**src/rtl/alu_multicycle.sv**
```systemverilog
`default_nettype none
// ============================================================================
//  Module      : alu_multicycle
//  Description : Execute-stage ALU for an RV32IM core. Logic, add/sub, shift
//                and compare ops finish in one cycle. MUL/DIV/REM iterate
//                one bit per cycle. Valid/ready handshake on both sides.
//                Optional build macro ALU_FAST_MUL_EN switches MUL* ops to a
//                combinational multiplier with single-cycle latency.
//  Revision    : 1.0  initial release
// ============================================================================
module alu_multicycle #(
    parameter int XLEN = 32,
    parameter int OPW  = 5
) (
    input  logic            clk,
    input  logic            rst_n,
    input  logic            in_valid,
    output logic            in_ready,
    input  logic [OPW-1:0]  op,
    input  logic [XLEN-1:0] src_a,
    input  logic [XLEN-1:0] src_b,
    output logic            out_valid,
    input  logic            out_ready,
    output logic [XLEN-1:0] result,
    output logic            zero,
    output logic            busy
);

    localparam int SHW = $clog2(XLEN);

    localparam logic [OPW-1:0] c_OP_AND    = OPW'(0);
    localparam logic [OPW-1:0] c_OP_OR     = OPW'(1);
    localparam logic [OPW-1:0] c_OP_XOR    = OPW'(3);
    localparam logic [OPW-1:0] c_OP_SLL    = OPW'(4);
    localparam logic [OPW-1:0] c_OP_SRL    = OPW'(5);
    localparam logic [OPW-1:0] c_OP_SUB    = OPW'(6);
    localparam logic [OPW-1:0] c_OP_SRA    = OPW'(7);
    localparam logic [OPW-1:0] c_OP_SLT    = OPW'(8);
    localparam logic [OPW-1:0] c_OP_SLTU   = OPW'(9);
    localparam logic [OPW-1:0] c_OP_MUL    = OPW'(16);
    localparam logic [OPW-1:0] c_OP_MULH   = OPW'(17);
    localparam logic [OPW-1:0] c_OP_MULHSU = OPW'(18);
    localparam logic [OPW-1:0] c_OP_MULHU  = OPW'(19);
    localparam logic [OPW-1:0] c_OP_DIV    = OPW'(20);
    localparam logic [OPW-1:0] c_OP_REMU   = OPW'(23);
    localparam logic [SHW-1:0] c_CNT_LAST  = SHW'(XLEN - 1);

    typedef enum logic [1:0] {
        S_IDLE = 2'd0,
        S_MUL  = 2'd1,
        S_DIV  = 2'd2
    } state_t;

    state_t r_state, w_state_nxt;

    logic [SHW-1:0]  r_cnt;
    logic [XLEN-1:0] r_a;        // multiplicand magnitude
    logic [XLEN-1:0] r_b;        // divisor magnitude
    logic [XLEN-1:0] r_hi;       // product high half / partial remainder
    logic [XLEN-1:0] r_lo;       // multiplier bits / quotient bits
    logic            r_neg;      // product or quotient must be negated
    logic            r_neg_r;    // remainder must be negated (dividend sign)
    logic [1:0]      r_sel;      // low bits of the op select the final variant

    logic            w_accept;
    logic            w_is_mul;
    logic            w_is_div;
    logic            w_iter_mul;
    logic            w_single;
    logic            w_last;
    logic            w_load;
    logic [XLEN-1:0] w_ld_val;

    // ------------------------------------------------------------------------
    // Operand classification and magnitudes for the iterative paths
    // ------------------------------------------------------------------------
    logic            w_sa, w_sb;
    logic            w_a_neg, w_b_neg;
    logic [XLEN-1:0] w_a_mag, w_b_mag;

    assign w_is_mul = (op >= c_OP_MUL) && (op <= c_OP_MULHU);
    assign w_is_div = (op >= c_OP_DIV) && (op <= c_OP_REMU);

    // Signedness of each operand: MULH s*s, MULHSU s*u, DIV/REM s/s
    assign w_sa    = w_is_mul ? ((op == c_OP_MULH) || (op == c_OP_MULHSU))
                              : (w_is_div && !op[0]);
    assign w_sb    = w_is_mul ? (op == c_OP_MULH) : (w_is_div && !op[0]);
    assign w_a_neg = w_sa && src_a[XLEN-1];
    assign w_b_neg = w_sb && src_b[XLEN-1];
    assign w_a_mag = w_a_neg ? (-src_a) : src_a;
    assign w_b_mag = w_b_neg ? (-src_b) : src_b;

`ifdef ALU_FAST_MUL_EN
    logic [2*XLEN-1:0] w_fa, w_fb, w_fprod;
    assign w_fa       = {{XLEN{w_a_neg}}, src_a};
    assign w_fb       = {{XLEN{w_b_neg}}, src_b};
    assign w_fprod    = w_fa * w_fb;
    assign w_iter_mul = 1'b0;
`else
    assign w_iter_mul = w_is_mul;
`endif

    assign w_single = !w_is_div && !w_iter_mul;
    assign w_accept = in_valid && in_ready;
    assign w_last   = (r_cnt == c_CNT_LAST);

    // ------------------------------------------------------------------------
    // Single-cycle ALU; unlisted codes fall through to ADD
    // ------------------------------------------------------------------------
    logic [SHW-1:0]  w_shamt;
    logic [XLEN-1:0] w_alu;
    assign w_shamt = src_b[SHW-1:0];

    // Combinational result for the one-cycle ops
    always_comb begin
        w_alu = src_a + src_b;
        case (op)
            c_OP_AND:  w_alu = src_a & src_b;
            c_OP_OR:   w_alu = src_a | src_b;
            c_OP_XOR:  w_alu = src_a ^ src_b;
            c_OP_SLL:  w_alu = src_a << w_shamt;
            c_OP_SRL:  w_alu = src_a >> w_shamt;
            c_OP_SUB:  w_alu = src_a - src_b;
            c_OP_SRA:  w_alu = $unsigned($signed(src_a) >>> w_shamt);
            c_OP_SLT:  w_alu = {{(XLEN-1){1'b0}}, ($signed(src_a) < $signed(src_b))};
            c_OP_SLTU: w_alu = {{(XLEN-1){1'b0}}, (src_a < src_b)};
`ifdef ALU_FAST_MUL_EN
            c_OP_MUL:    w_alu = w_fprod[XLEN-1:0];
            c_OP_MULH,
            c_OP_MULHSU,
            c_OP_MULHU:  w_alu = w_fprod[2*XLEN-1:XLEN];
`endif
            default:   w_alu = src_a + src_b;
        endcase
    end

    // ------------------------------------------------------------------------
    // One step of shift-add multiply and restoring divide
    // ------------------------------------------------------------------------
    logic [XLEN:0]     w_sum;
    logic [XLEN-1:0]   w_mhi_nxt, w_mlo_nxt;
    logic [XLEN:0]     w_rsh;
    logic [XLEN-1:0]   w_diff;
    logic              w_ge;
    logic [XLEN-1:0]   w_dhi_nxt, w_dlo_nxt;
    logic [2*XLEN-1:0] w_mfix;
    logic [XLEN-1:0]   w_qfix, w_rfix;
    logic [XLEN-1:0]   w_iter_res;

    assign w_sum     = {1'b0, r_hi} + (r_lo[0] ? {1'b0, r_a} : {(XLEN+1){1'b0}});
    assign w_mhi_nxt = w_sum[XLEN:1];
    assign w_mlo_nxt = {w_sum[0], r_lo[XLEN-1:1]};

    // A zero divisor always "fits", giving all-ones quotient and remainder = dividend
    assign w_rsh     = {r_hi, r_lo[XLEN-1]};
    assign w_ge      = (w_rsh >= {1'b0, r_b});
    assign w_diff    = w_rsh[XLEN-1:0] - r_b;
    assign w_dhi_nxt = w_ge ? w_diff : w_rsh[XLEN-1:0];
    assign w_dlo_nxt = {r_lo[XLEN-2:0], w_ge};

    assign w_mfix = r_neg   ? (-{w_mhi_nxt, w_mlo_nxt}) : {w_mhi_nxt, w_mlo_nxt};
    assign w_qfix = r_neg   ? (-w_dlo_nxt) : w_dlo_nxt;
    assign w_rfix = r_neg_r ? (-w_dhi_nxt) : w_dhi_nxt;

    assign w_iter_res = (r_state == S_MUL)
                      ? ((r_sel == 2'b00) ? w_mfix[XLEN-1:0] : w_mfix[2*XLEN-1:XLEN])
                      : (r_sel[1] ? w_rfix : w_qfix);

    assign w_load   = (w_accept && w_single) || (busy && w_last);
    assign w_ld_val = busy ? w_iter_res : w_alu;

    // ------------------------------------------------------------------------
    // FSM
    // ------------------------------------------------------------------------
    // State register
    always_ff @(posedge clk) begin
        if (!rst_n) r_state <= S_IDLE;
        else        r_state <= w_state_nxt;
    end

    // Next state plus handshake/stall outputs
    always_comb begin
        w_state_nxt = r_state;
        busy        = 1'b0;
        in_ready    = 1'b0;
        case (r_state)
            S_IDLE: begin
                in_ready = rst_n && (!out_valid || out_ready);
                if (w_accept && w_iter_mul)    w_state_nxt = S_MUL;
                else if (w_accept && w_is_div) w_state_nxt = S_DIV;
            end
            S_MUL, S_DIV: begin
                busy = 1'b1;
                if (w_last) w_state_nxt = S_IDLE;
            end
            default: w_state_nxt = S_IDLE;
        endcase
    end

    // Iteration registers: operands captured on accept, one step per busy cycle
    always_ff @(posedge clk) begin
        if (!rst_n) begin
            r_cnt   <= '0;
            r_a     <= '0;
            r_b     <= '0;
            r_hi    <= '0;
            r_lo    <= '0;
            r_neg   <= 1'b0;
            r_neg_r <= 1'b0;
            r_sel   <= 2'b00;
        end else if (w_accept) begin
            r_cnt   <= '0;
            r_a     <= w_a_mag;
            r_b     <= w_b_mag;
            r_hi    <= '0;
            r_lo    <= w_is_div ? w_a_mag : w_b_mag;
            r_neg   <= (w_a_neg ^ w_b_neg) && !(w_is_div && (src_b == '0));
            r_neg_r <= w_a_neg;
            r_sel   <= op[1:0];
        end else if (busy) begin
            r_cnt <= r_cnt + 1'b1;
            r_hi  <= (r_state == S_MUL) ? w_mhi_nxt : w_dhi_nxt;
            r_lo  <= (r_state == S_MUL) ? w_mlo_nxt : w_dlo_nxt;
        end
    end

    // Output register: load wins over drain, held while stalled downstream
    always_ff @(posedge clk) begin
        if (!rst_n) begin
            out_valid <= 1'b0;
            result    <= '0;
            zero      <= 1'b0;
        end else if (w_load) begin
            out_valid <= 1'b1;
            result    <= w_ld_val;
            zero      <= (w_ld_val == '0);
        end else if (out_ready) begin
            out_valid <= 1'b0;
        end
    end

endmodule
`default_nettype wire

```
**config.mk**
```make
export PLATFORM = sky130hd
export DESIGN_NAME = alu_multicycle
export DESIGN_NICKNAME = d
export VERILOG_FILES = /design/src/rtl/alu_multicycle.sv
export SDC_FILE = /design/constraint.sdc
export NUM_CORES = 1
export LEC_CHECK = 0
export ABC_AREA = 1
export ABC_CLOCK_PERIOD_IN_PS = 5700
export CAP_MARGIN = 20
export CORE_ASPECT_RATIO = 1.25
export CORE_MARGIN = 8
export CORE_UTILIZATION = 45
export CTS_BUF_LIST = sky130_fd_sc_hd__clkbuf_2 sky130_fd_sc_hd__clkbuf_4 sky130_fd_sc_hd__clkbuf_8
export DETAILED_ROUTE_END_ITERATION = 7
export SYNTH_ARGS = -nofsm -noshare
export SYNTH_HDL_FRONTEND = slang
export SYNTH_SLANG_ARGS = --single-unit
```
**constraint.sdc**
```tcl
create_clock -name clk -period 5.7 [get_ports clk]
set_clock_uncertainty 0.2 [all_clocks]
set_input_delay 1.71 -clock clk [delete_from_list [all_inputs] [get_ports clk]]
set_output_delay 1.71 -clock clk [all_outputs]
set_load 0.05 [all_outputs]
```
## Word level (Yosys, flattened, before mapping)

Cells that the tools add are included.

- Bits of input ports: 73
- Output and inout port bits: 36
- Word-level logic and storage cells: 111
- Register bits: 173

- Bitwise operators: 5
- Equal/unequal tests: 15
- Order comparisons: 7
- Add/sub/neg operators: 10
- Shift operators: 3
- Mux-type cells: 27
- Reductions and logical operators: 32

Operators with widths:

| cell | count |
|---|---|
| two-way mux 32 bit | 15 |
| case mux 32 bit (9 select lines) | 1 |
| negator 32 bit | 4 |
| zero test 32 bit | 2 |
| < comparator 32 bit | 2 |
| two-way mux 64 bit | 1 |
| negator 64 bit | 1 |
| subtractor 32 bit | 2 |
| adder 32 x 32 -> 33 bit | 1 |
| >= comparator 33 x 32 -> 1 bit | 1 |
| adder 32 bit | 1 |
| AND 32 bit | 1 |
| OR 32 bit | 1 |
| << shifter 32 x 5 -> 32 bit | 1 |
| right shift 32 x 5 -> 32 bit | 1 |
| >>> shifter 32 x 5 -> 32 bit | 1 |
| bitwise XOR 32 bit | 1 |
| equality test 5 x 3 -> 1 bit (second input constant) | 4 |
| equality test 5 bit (second input constant) | 3 |
| logical AND 1 bit | 14 |
| equality test 5 x 4 -> 1 bit (second input constant) | 2 |
| >= comparator 5 bit (second input constant) | 2 |
| <= comparator 5 bit (second input constant) | 2 |
| two-way mux 1 bit | 6 |
| 18 further kinds | 29 |

## Longest topological paths before layout

- Depth in word-level cells: 9
- Depth in mapped cells: 35
- Mapped depth without buffers: 34

## Worst setup path before layout

No wires, ideal clock.

- Kind: input to register
- From: in src_b[2]
- To: reg zero
- Arrival: 5.166 ns
- Required time: 5.434 ns
- Setup slack: 0.268 ns
- Buffers on the path: 4
- Stages: 29
- Library setup time: 0.066 ns
- Path through: clkbuf_1 inv_1 buf_2 buf_1 buf_2 ha_1 inv_1 nand2_1 nand2_1 a21oi_1 o21ai_1 a21oi_1 nor2_1 nor2_1 o21bai_1 nand3_1 nand3_1 nand2_1 nor2_1 nand2_1 nand2_1 nand2_1 nor3_1 nand2_1 nor2_1 nand2_1 nor2_1 nand2_1 a21oi_2

- Word-level cells in the longest chain between the ends: 4
- Elaborated cells between the ends (all ways): 13
- Classes of those cells: add/sub (2); order compare (2); shift (3); mux (2); bitwise (3); reduce/logical (1)

RTL lines:

| item | line | source |
|---|---|---|
| from (decl) | 21 | `input logic [XLEN-1:0] src_b,` |
| adder 32 bit (tied with other cells) | 133 | `default: w_alu = src_a + src_b;` |
| case mux 32 bit (9 select lines) (*) | 117 | `case (op)` |
| two-way mux 32 bit (*) | 170 | `assign w_ld_val = busy ? w_iter_res : w_alu;` |
| zero test 32 bit (*) | 236 | `zero <= (w_ld_val == '0);` |
| to (signal assigned) | 236 |  |
| to (decl) | 25 | `output logic zero,` |

Every way passes the cells marked *; elsewhere a longest branch is shown, timed or not.
A chain may end at the register's enable or synchronous reset.

## Worst setup path after layout

- From: in src_b[8]
- To: reg zero

- Word-level cells in the longest chain between the ends: 4
- Elaborated cells between the ends (all ways): 10
- Classes of those cells: add/sub (2); order compare (2); mux (2); bitwise (3); reduce/logical (1)

RTL lines:

| item | line |
|---|---|
| adder 32 bit (tied with other cells) | 133 |
| case mux 32 bit (9 select lines) (*) | 117 |
| two-way mux 32 bit (*) | 170 |
| zero test 32 bit (*) | 236 |

Marks and branches as above.

==> results_dict.tcl <==
set metrics [dict create \
    multi_input_area_mm2 0.0202 \
    coreArea_mm2 0.0593 \
    cts_root_buf "clkbuf_8" \
    cts_tree "done" \
    switchingPower_w 0.0139 \
    synth-compound-area-share 0.238 \
    power_frac_clock 0.045 \
    grt_pass1_vias 33900 \
    dpl.cell_count 5931 \
    drive_above_1_share 0.114 \
    fin_nets 5432 \
    yosysSeqAreaShare 0.129 \
    cts_setup_buffers 0 \
    crit_path_max_fanout 4 \
    grt_pass1_wl_mm 221 \
    synthCells 4880 \
    pin_count 109 \
    cts_num_sinks 173 \
    vias 36100 \
    hold_viol 0 \
    clock_latency_ps 590 \
    arrival_ps 5740 \
    hpwl_mm 125 \
    synth_area_leader_cell "nand2_1" \
    n_fill_cell 6522 \
    cts_hold_buf 0 \
    combinationalPowerShare 0.863 \
    relSlewSlack 0.227 \
    synth-edff-count 0 \
    worstPathRequired_ps 5960 \
    synth_area_mm2 0.0269 \
    grt_overflow 0 \
    syn_area_per_cell_um2 5.51 \
    worst_slew_pin_slew_ps 1150 \
    clk_transition_reported_paths_ps 110 \
    r2r-end "zero$_SDFFE_PN0P_" \
    reg2reg_from "r_b[29]$_SDFFE_PN0P_" \
    synth.distinct_cells 65 \
    synth_adder_area_share 0.0821 \
    p_total_w 0.0209 \
    die-area_mm2 0.0679 \
    synth_area_leaders "nand2_1, dfxtp_1, inv_1" \
    die_x_um 235 \
    intPower_w 0.00698 \
    fin_util 0.533 \
    setup_viol_count_final 0 \
    cp-endpoint "zero$_SDFFE_PN0P_" \
    synth-xor-area-share 0.0381 \
    r2r.worst_path.cells 29 \
    die_height_um 289 \
    drv_cap 0 \
    seq_area_mm2 0.00346 \
    syn-num-nets 5127 \
    routedWlPerCell_um 25.6 \
    sw_frac_of_total 0.665 \
    htreeDepth 4 \
    synth_simple_gate_area_share 0.388 \
    post-synth-top-count-cell "nand2_1" \
    antenna_found_initial 9 \
    ant_nets 0 \
    crit_start "src_b[8]" \
    fmax_mhz 182 \
    final-max-slew-violation-count 0 \
    fin_crit_ps 5480 \
    vias_per_cell 6.05 \
    portBuffers 108 \
    routed_wl_mm 153 \
    rsz0062_at_grt "false" \
    synthArstFlopShare 0 \
    num_rows 100 \
    ir_drop_mv 0.493 \
    p_seq_frac 0.092 \
    hold_path.class "reg2reg" \
    grtUsageTotal 0.435 \
    grt_max_degree 77 \
    syn_to_final_growth_pct 17.5 \
    post-route-period-util 0.962 \
    cts_inserted_buffers 17 \
    synth_top_area_share 0.194 \
    ys_warn_count 0 \
    stdcell_count 5967 \
    ys.flop_type "dfxtp_1" \
    tns_ps 0 \
    synth_mux_area_frac 0.00298 \
    gp_congestion 1.15 \
    drtIter0Drc 4679 \
    leakage_nw 15.8 \
    post_cts_resize_count 0 \
    reg2reg_slack_ps 440 \
    cp-end-kind "register" \
    cp-start-kind "input port" \
    outcome "completed" \
    synth_top_family_by_area "simple AND/OR/NAND/NOR gates" \
    worstSetupPathType "in2reg" \
    synth_seq_cells 173 \
    start_util 0.453 \
    cts_buffer_depth 2 \
    first_pass_iters 7 \
    yosys-top-cells-count "nand2_1, inv_1, nor2_1, o21ai_0, a21oi_1" \
    drc_errors 0 \
    powerDensity_mw_per_mm2 661 \
]
==> layout make-up <==
| type | count | area share |
|---|---|---|
| clock buffer | 17 | 0.00741 |
| tap | 765 | 0.0303 |
| sequential | 173 | 0.110 |
| antenna | 4 | 0.000317 |
| clock inverter | 15 | 0.00467 |
| timing repair buffer | 515 | 0.135 |
| multi-input combinational | 3856 | 0.639 |
| inverter | 622 | 0.0740 |
==> cell families after synthesis <==
kind of cell | after synthesis
flip-flops | 173
buffers and inverters | 851
AND/OR/NAND/NOR | 2448
XOR/XNOR | 117
AO/OA/AOI/OAI | 1109
multiplexers | 8
adder cells (fa/ha/maj) | 174
==> per-layer routing <==
layer / track usage / wire length (µm)
met1: 0.466 / 53300
met2: 0.714 / 68500
met3: 0.0832 / 13600
met4: 0.422 / 17500
met5: 0 / 52
==> registers in the layout (all words and copies together), names as in the netlist <==
signal     flops
r_hi          32
r_cnt          5
out_valid      1
r_b           32
r_sel          2
zero           1
r_lo          32
r_state        2
r_neg_r        1
r_a           32
r_neg          1
result        32
==> layout by cell type (no fill, tap or decap), types with 18 or more instances in the layout <==
cell type / count
nand2_1: 1384
inv_1: 597
nor2_1: 438
o21ai_0: 406
buf_4: 398
a21oi_1: 372
nand3_1: 338
dfxtp_1: 172
ha_1: 168
xor2_1: 112
clkdlybuf4s50_1: 103
o211ai_1: 92
nand4_1: 66
nor3_1: 60
a31oi_1: 42
nand2_2: 33
o2111ai_1: 22
nor2_2: 21
nand3b_1: 20
nor4_1: 20
o22ai_1: 20
or2_2: 19
o221ai_1: 19
inv_2: 18
==> worst max-delay path, cell delays in order <==
cell,delay (ps)
clkdlybuf4s50_1,610
inv_1,100
ha_1,370
a21o_1,200
o21bai_1,160
a21oi_1,120
o311ai_0,730
a21oi_1,300
nor2_1,160
nor2_1,60
a211oi_1,510
a21oi_1,240
nand4_1,220
nor2_1,80
nand2_1,80
a21oi_2,50
==> worst min path at each step <==
| stage | slack, ps | startpoint | cells after the start | to |
|---|---|---|---|---|
| final | 280 | r_a[5]$_SDFFE_PN0P_ | 2 | r_a[5]$_SDFFE_PN0P_ |
| after global routing | 300 | r_cnt[4]$_SDFFE_PP0N_ | 2 | r_cnt[4]$_SDFFE_PP0N_ |
| after CTS | 280 | r_a[2]$_SDFFE_PN0P_ | 2 | r_a[2]$_SDFFE_PN0P_ |
| after detailed placement | 260 | r_a[22]$_SDFFE_PN0P_ | 2 | r_a[22]$_SDFFE_PN0P_ |
| after global placement | 250 | r_cnt[4]$_SDFFE_PP0N_ | 2 | r_cnt[4]$_SDFFE_PP0N_ |
| after floorplan | 250 | r_cnt[4]$_SDFFE_PP0N_ | 2 | r_cnt[4]$_SDFFE_PP0N_ |
==> stage by stage <==
stage	instance area (µm²)	setup WS, ps	hold WS (ps)
final	31600	218	276
after global routing	31600	128	295
after CTS	31600	433	279
after detailed placement	31200	-189	262
after global placement	31200	-250	255
after floorplan	26900	268	245
==> power by group through the flow <==
stage | logic, W | registers (W) | clock network [W]
final | 0.0180 | 0.00191 | 0.000941
after detailed placement | 0.0173 | 0.00192 | 0
after global routing | 0.0194 | 0.00194 | 0.000985
after CTS | 0.0174 | 0.00189 | 0.000950
after floorplan | 0.0116 | 0.00186 | 0
after global placement | 0.0172 | 0.00191 | 0
No activity file was read; power rests on OpenSTA's default activity.
